### src/rtl/rrat.sv
// Retirement register alias table: committed arch->phys map with a one-entry free-list output.
// Optional consistency checker enabled by defining RRAT_CHECK_EN.
module rrat #(
  parameter int unsigned ARCH_REGS = 32,
  parameter int unsigned PHYS_W    = 6
) (
  input  logic                          i_clk,
  input  logic                          i_rst,
  input  logic                          i_commit_valid,
  output logic                          o_commit_ready,
  input  logic                          i_commit_regf_we,
  input  logic [$clog2(ARCH_REGS)-1:0]  i_commit_rd_arch,
  input  logic [PHYS_W-1:0]             i_commit_rd_phys,
  input  logic                          i_flush,
  output logic                          o_free_enqueue,
  output logic [PHYS_W-1:0]             o_free_wdata,
  input  logic                          i_free_full,
  output logic [ARCH_REGS*PHYS_W-1:0]   o_rrat_map,
  output logic                          o_rrat_error
);

  logic [PHYS_W-1:0] r_table [ARCH_REGS];
  logic              r_free_enqueue;
  logic [PHYS_W-1:0] r_free_wdata;

  logic              w_taken;
  logic              w_accept;
  logic              w_remap;
  logic [PHYS_W-1:0] w_old;

  assign w_taken        = r_free_enqueue && !i_free_full;
  assign o_commit_ready = !(r_free_enqueue && i_free_full);
  assign w_accept       = i_commit_valid && o_commit_ready && !i_flush;
  assign w_remap        = w_accept && i_commit_regf_we && (i_commit_rd_arch != '0);
  assign w_old          = r_table[i_commit_rd_arch];

  always_ff @(posedge i_clk or posedge i_rst) begin
    if (i_rst) begin
      for (int i = 0; i < int'(ARCH_REGS); i++) begin
        r_table[i] <= PHYS_W'(i);
      end
    end else if (w_remap) begin
      r_table[i_commit_rd_arch] <= i_commit_rd_phys;
    end
  end

  // A remap reloads the output slot; it is only reachable when the slot is empty or being taken.
  always_ff @(posedge i_clk or posedge i_rst) begin
    if (i_rst) begin
      r_free_enqueue <= 1'b0;
      r_free_wdata   <= '0;
    end else if (w_remap) begin
      r_free_enqueue <= 1'b1;
      r_free_wdata   <= w_old;
    end else if (w_taken) begin
      r_free_enqueue <= 1'b0;
    end
  end

  assign o_free_enqueue = r_free_enqueue;
  assign o_free_wdata   = r_free_wdata;

  always_comb begin
    o_rrat_map = '0;
    for (int i = 0; i < int'(ARCH_REGS); i++) begin
      o_rrat_map[i*PHYS_W +: PHYS_W] = r_table[i];
    end
  end

`ifdef RRAT_CHECK_EN
  localparam int unsigned NumPhys = 2 ** PHYS_W;

  logic [NumPhys-1:0] r_mapped;
  logic               r_error;
  logic               w_conflict;

  assign w_conflict = r_mapped[i_commit_rd_phys] && (i_commit_rd_phys != w_old);

  // Clear-then-set ordering keeps the bit set when a commit remaps to the same phys.
  always_ff @(posedge i_clk or posedge i_rst) begin
    if (i_rst) begin
      for (int i = 0; i < int'(NumPhys); i++) begin
        r_mapped[i] <= (i < int'(ARCH_REGS));
      end
      r_error <= 1'b0;
    end else if (w_remap) begin
      r_mapped[w_old]            <= 1'b0;
      r_mapped[i_commit_rd_phys] <= 1'b1;
      if (w_conflict) begin
        r_error <= 1'b1;
      end
    end
  end

  always_ff @(posedge i_clk) begin
    if (!i_rst && w_remap) begin
      assert (!w_conflict) else $error("rrat: phys %0d already mapped", i_commit_rd_phys);
    end
  end

  assign o_rrat_error = r_error;
`else
  assign o_rrat_error = 1'b0;
`endif

endmodule

### config.mk
export PLATFORM = sky130hd
export DESIGN_NAME = rrat
export DESIGN_NICKNAME = d
export VERILOG_FILES = /design/src/rtl/rrat.sv
export SDC_FILE = /design/constraint.sdc
export NUM_CORES = 1
export LEC_CHECK = 0
export CORE_ASPECT_RATIO = 1.4
export CORE_UTILIZATION = 45
export DETAILED_ROUTE_END_ITERATION = 6
export GPL_TIMING_DRIVEN = 1
export HOLD_SLACK_MARGIN = 0.1
export PLACE_DENSITY = 0.73
export SLEW_MARGIN = 20
export SYNTH_ARGS = -nofsm -noshare
export SYNTH_HDL_FRONTEND = slang
export SYNTH_SLANG_ARGS = --single-unit
### constraint.sdc
create_clock -name i_clk -period 20.2 [get_ports i_clk]
set_input_delay 6.06 -clock i_clk [delete_from_list [all_inputs] [get_ports i_clk]]
set_output_delay 6.06 -clock i_clk [all_outputs]
set_load 0.01 [all_outputs]
======== After elaboration in Yosys (flattened, before gate mapping) ========
Index checks and enable logic that the tools add are counted.
word-level totals
  bits in registers ....................... 199
  RAM bits ................................ 0
  memories ................................ 0
  bits in read-only memories .............. 0
  bits in latches ......................... 0
  output and inout bits ................... 201
operators by class
  equal/unequal tests ..................... 0
  bitwise logic cells ..................... 1
  $lt $le $gt $ge ......................... 2
  $add $sub $neg .......................... 0
  shift-type cells ........................ 0
  divide/modulo/power cells ............... 0
  mux-type cells .......................... 8
  multiply operators ...................... 0
  reductions and logical operators ........ 12
operator list
  kind                                                      number
  bitwise mux 192 bit                                       1
  binary-select mux 6 bit (select 5 bit)                    1
  demux 6 bit (select 5 bit)                                1
  2-to-1 mux 6 bit                                          3
  logical AND 1 bit                                         7
  greater-or-equal comparator 6 bit, second input constant  1
  < comparator 6 x 1 -> 1 bit, second input constant        1
  inverter 5 -> 6 bit                                       1
  nonzero test 5 bit                                        1
  zero test 1 bit                                           3
  2-to-1 mux 1 bit                                          2
  nonzero test 2 bit                                        1

======== Logic depth before layout (Yosys ltp) ========
  depth in word-level cells ............... 7
  mapped depth ............................ 8
  mapped depth without buffers ............ 5

======== Worst setup path before layout ========
Ideal clock, no wire load.
  kind .................................... input to output
  from .................................... input port i_free_full
  to ...................................... output port o_commit_ready
  data arrival time ....................... 6.172 ns
  stages .................................. 1
  data required time ...................... 14.140 ns
  slack ................................... 7.968 ns
  cell sequence ........................... nand2_1
on the way
  word-level cells in the longest chain between the ends .. 2
ends and longest elaborated chain
  item               line  RTL
  start, declared    17    input logic i_free_full,
  logical AND 1 bit  32    assign o_commit_ready = !(r_free_enqueue && i_free_full);
  zero test 1 bit    32
  end, declared      10    output logic o_commit_ready,
Every way passes these cells.

======== Worst setup path after layout ========
Ends and elaborated chain as after synthesis.

==> run_results.csv <==
group,metric,value,unit
yosys,syn_area_per_cell,14.54,um2
clocking,cts_tree,"done",
global_routing,met1_usage,0.3102,
run,cap_viol_max_count,0,
layout,nets,865,
pwr,p_per_area,80.24,mW/mm2
clocking,htree_levels,4,
sta,finalCriticalPeriod,13.21,ns
yosys,synth-edff-count,0,
min_path,hold_class,"flop to flop",
yosys,yosys-top-cells-area,"dfrtp_1, dfstp_2, mux2_2, mux4_2, mux2i_1",
floorplan,pin_count,218,
worst_setup_path,arrival,7.15,ns
place,routabilityCongestion,0.8604,
global_routing,grt_max_degree,139,
floorplan,initial_core_util,0.4617,
yosys,yosysWarnings,0,
clocking,cts-buffers-inserted,17,
sta,hold_viol,0,
yosys,synthesis.area,0.009527,mm2
global_routing,antenna_found_initial,0,
layout,drive_gt1_frac,0.4332,
pwr,p_leak,5.134,nW
sta,maxSlewHeadroom,0.2646,
yosys,synth_top_area_share,0.3126,
worst_setup_path,critical_path.startpoint,"i_free_full",
yosys,netlist_instances,655,
yosys,synth_seq_cells,199,
floorplan,die-width,125.0,um
sta,finalSetupViolCount,0,
pwr,ir_worst_vdd,0.04830,mV
global_routing,top_usage_layer,"met2",
outcome,violations,"DRC",
route,wl,28120,um
yosys,ys_seq_area_frac,0.5332,
worst_setup_path,critPathRequiredTime,14.14,ns
clocking,ctsResizeCount,0,
clocking,cts_root_buffer,"clkbuf_16",
worst_setup_path,cp.depth,3,
yosys,synthFlopType,"dfrtp_1",
yosys,syn_nets,672,
sta,finalCritPeriodShare,0.6537,
yosys,synth_top_cell_by_area,"dfrtp_1",
floorplan,die_area,0.02176,mm2
route,drtPass1Iterations,7,
worst_setup_path,crit_type,"input pin to output pin",
place,dp_hpwl,20130,um
sta,rsz0062_at_grt,"false",
route,vias,6505,
worst_setup_path,crit_chain,"clkdlybuf4s50_1 -> nand2_1 -> clkdlybuf4s50_1",
worst_setup_path,worstPathMaxFanout,3,
worst_setup_path,startpoint_type,"input pin",
clocking,insertion_delay,0.44,ns
floorplan,die_h,174.2,um
worst_setup_path,slowest_stage,"clkdlybuf4s50_1",
yosys,ys_async_sr_fraction,1.000,
floorplan,row_count,62,
yosys,ys_types,54,
route,postRouteAntennaNets,0,
worst_setup_path,crit_path_end,"o_commit_ready",
global_routing,grt_pass1_wl,43190,um
worst_setup_path,cp-end-kind,"output pin",
floorplan,core,0.02063,mm2
worst_setup_path,cp_top_family,"buffers and inverters",
worst_setup_path,r2r_cells,5,
worst_setup_path,cp_common_cell,"clkdlybuf4s50_1",
sta,clock_skew,0.007410,ns
global_routing,use_met2,0.4618,
clocking,cts_buffer_depth,2,
route,avgViaCountPerCell,5.824,
clocking,clock_sinks,199,
layout,fin_util,0.5999,
global_routing,grt_overflow,0,
worst_setup_path,r2r-start,"o_free_enqueue",
clocking,clkTransAtPathRegs,0.07,ns
sta,finalMaxSlewViolations,0,
global_routing,track_usage,0.2676,
route,drc,26,
layout,antennaDiodeCount,0,
global_routing,grt_use_met3,0.05509,
clocking,holdBufCountCts,0,
route,wl_per_cell,25.18,um
worst_setup_path,critPathBufInv,2,
global_routing,grt_pass1_vias,7035,
worst_setup_path,critPathMaxStageDelay,0.54,ns
route,drt_iter0_markers,335,
place,io_buffers,216,
sta,setup_tns,0,ns
sta,fmax,75.73,MHz
sta,tightest_slew,1.100,ns
layout,layout-area-overhead-vs-synth,29.95,%
outcome,status,"complete, but fails checks",
clocking,postCtsSetupBuffers,0,
worst_setup_path,r2r_slack,17.73,ns
worst_setup_path,r2r-end,"o_rrat_map[88]",
final cells by class:
| type | count | area, um2 |
|---|---|---|
| fill | 1665 | 8255 |
| timing repair buffer | 221 | 2167 |
| clock buffer | 20 | 466.7 |
| clock inverter | 12 | 140.1 |
| tap | 256 | 320.3 |
| inverter | 4 | 22.52 |
| multi-input combinational | 405 | 4183 |
| sequential | 199 | 5080 |
per-layer routing:
metal  vias to the layer above  routed length, um
li1                       2806                  -
met1                      3378              10540
met2                       251              14550
met3                        70               1644
met4                         0               1383
met5                         -                  0
worst min path at each step:
stage	cells past startpoint	endpoint	startpoint	slack, ns
3_5_place_dp	0	o_rrat_map[2]	o_rrat_map[2]	0.36
2_1_floorplan	1	o_rrat_map[0]	o_rrat_map[0]	0.49
5_1_grt	0	o_rrat_map[4]	o_rrat_map[4]	0.39
3_3_place_gp	0	o_rrat_map[2]	o_rrat_map[2]	0.36
6_report	0	o_rrat_map[2]	o_rrat_map[2]	0.38
4_1_cts	0	o_rrat_map[4]	o_rrat_map[4]	0.38
synth_stat cells, drive strengths merged, types with 8 or more instances:
cell,count
mux2,191
dfrtp,119
dfstp,80
nor2,40
mux2i,38
clkbuf,28
mux4,24
buf,19
nand2,19
o22ai,14
a21oi,10
nand3,8
flip-flops by register name, indices dropped and copies added (netlist names):
register	flops
o_rrat_map	192
o_free_wdata	6
o_free_enqueue	1
kinds of logic (layout without fill, tap and decap cells):
family / after synthesis / after routing / share of synthesized area
other: 1 / 1 / 0.0003936
muxes: 253 / 253 / 0.3248
DFF: 199 / 199 / 0.5332
AOI/OAI and AO/OA: 56 / 56 / 0.03980
buffers and inverters: 51 / 257 / 0.02771
and+or+nand+nor: 95 / 95 / 0.07407
metrics by stage:
stage / setup WS [ns] / power [mW] / area (um2) / cells / hold slack, ns
after floorplan: 7.968 / 0.5523 / 9527 / 655 / 0.4945
after global placement: 7.019 / 0.6457 / 11800 / 1085 / 0.3637
after detailed placement: 6.998 / 0.6514 / 11790 / 1085 / 0.3645
after CTS: 6.991 / 1.001 / 12390 / 1117 / 0.3835
after global routing: 6.959 / 1.030 / 12380 / 1117 / 0.3888
final: 6.995 / 0.9933 / 12380 / 1117 / 0.3797
where the power goes:
part	switching [mW]	internal, mW	total, mW
registers	0.0271	0.440	0.467
logic	0.0813	0.0953	0.177
clock network	0.155	0.194	0.349
total	0.263	0.730	0.993
cells in the final DEF, fill, tap and decap left out, types with 3 or more instances in the layout:
| cell | instances |
|---|---|
| nor2_1 | 12 |
| clkbuf_16 | 17 |
| mux4_2 | 24 |
| o21ai_0 | 7 |
| mux2_1 | 8 |
| nor2_4 | 24 |
| a21oi_1 | 10 |
| nor2_2 | 4 |
| clkinvlp_4 | 3 |
| mux2_2 | 177 |
| a22oi_1 | 5 |
| nand3b_1 | 3 |
| inv_6 | 4 |
| dfstp_2 | 80 |
| mux2i_1 | 38 |
| nand3_1 | 3 |
| nand3_4 | 3 |
| dfrtp_1 | 119 |
| clkbuf_8 | 3 |
| o22ai_1 | 14 |
| or3_1 | 3 |
| nand2_1 | 19 |
| mux2_4 | 6 |
| a41oi_1 | 3 |
| buf_4 | 6 |
| nor3_1 | 5 |
| inv_1 | 3 |
| clkdlybuf4s50_1 | 209 |
| buf_2 | 6 |
(Power assumes the default switching activity.)
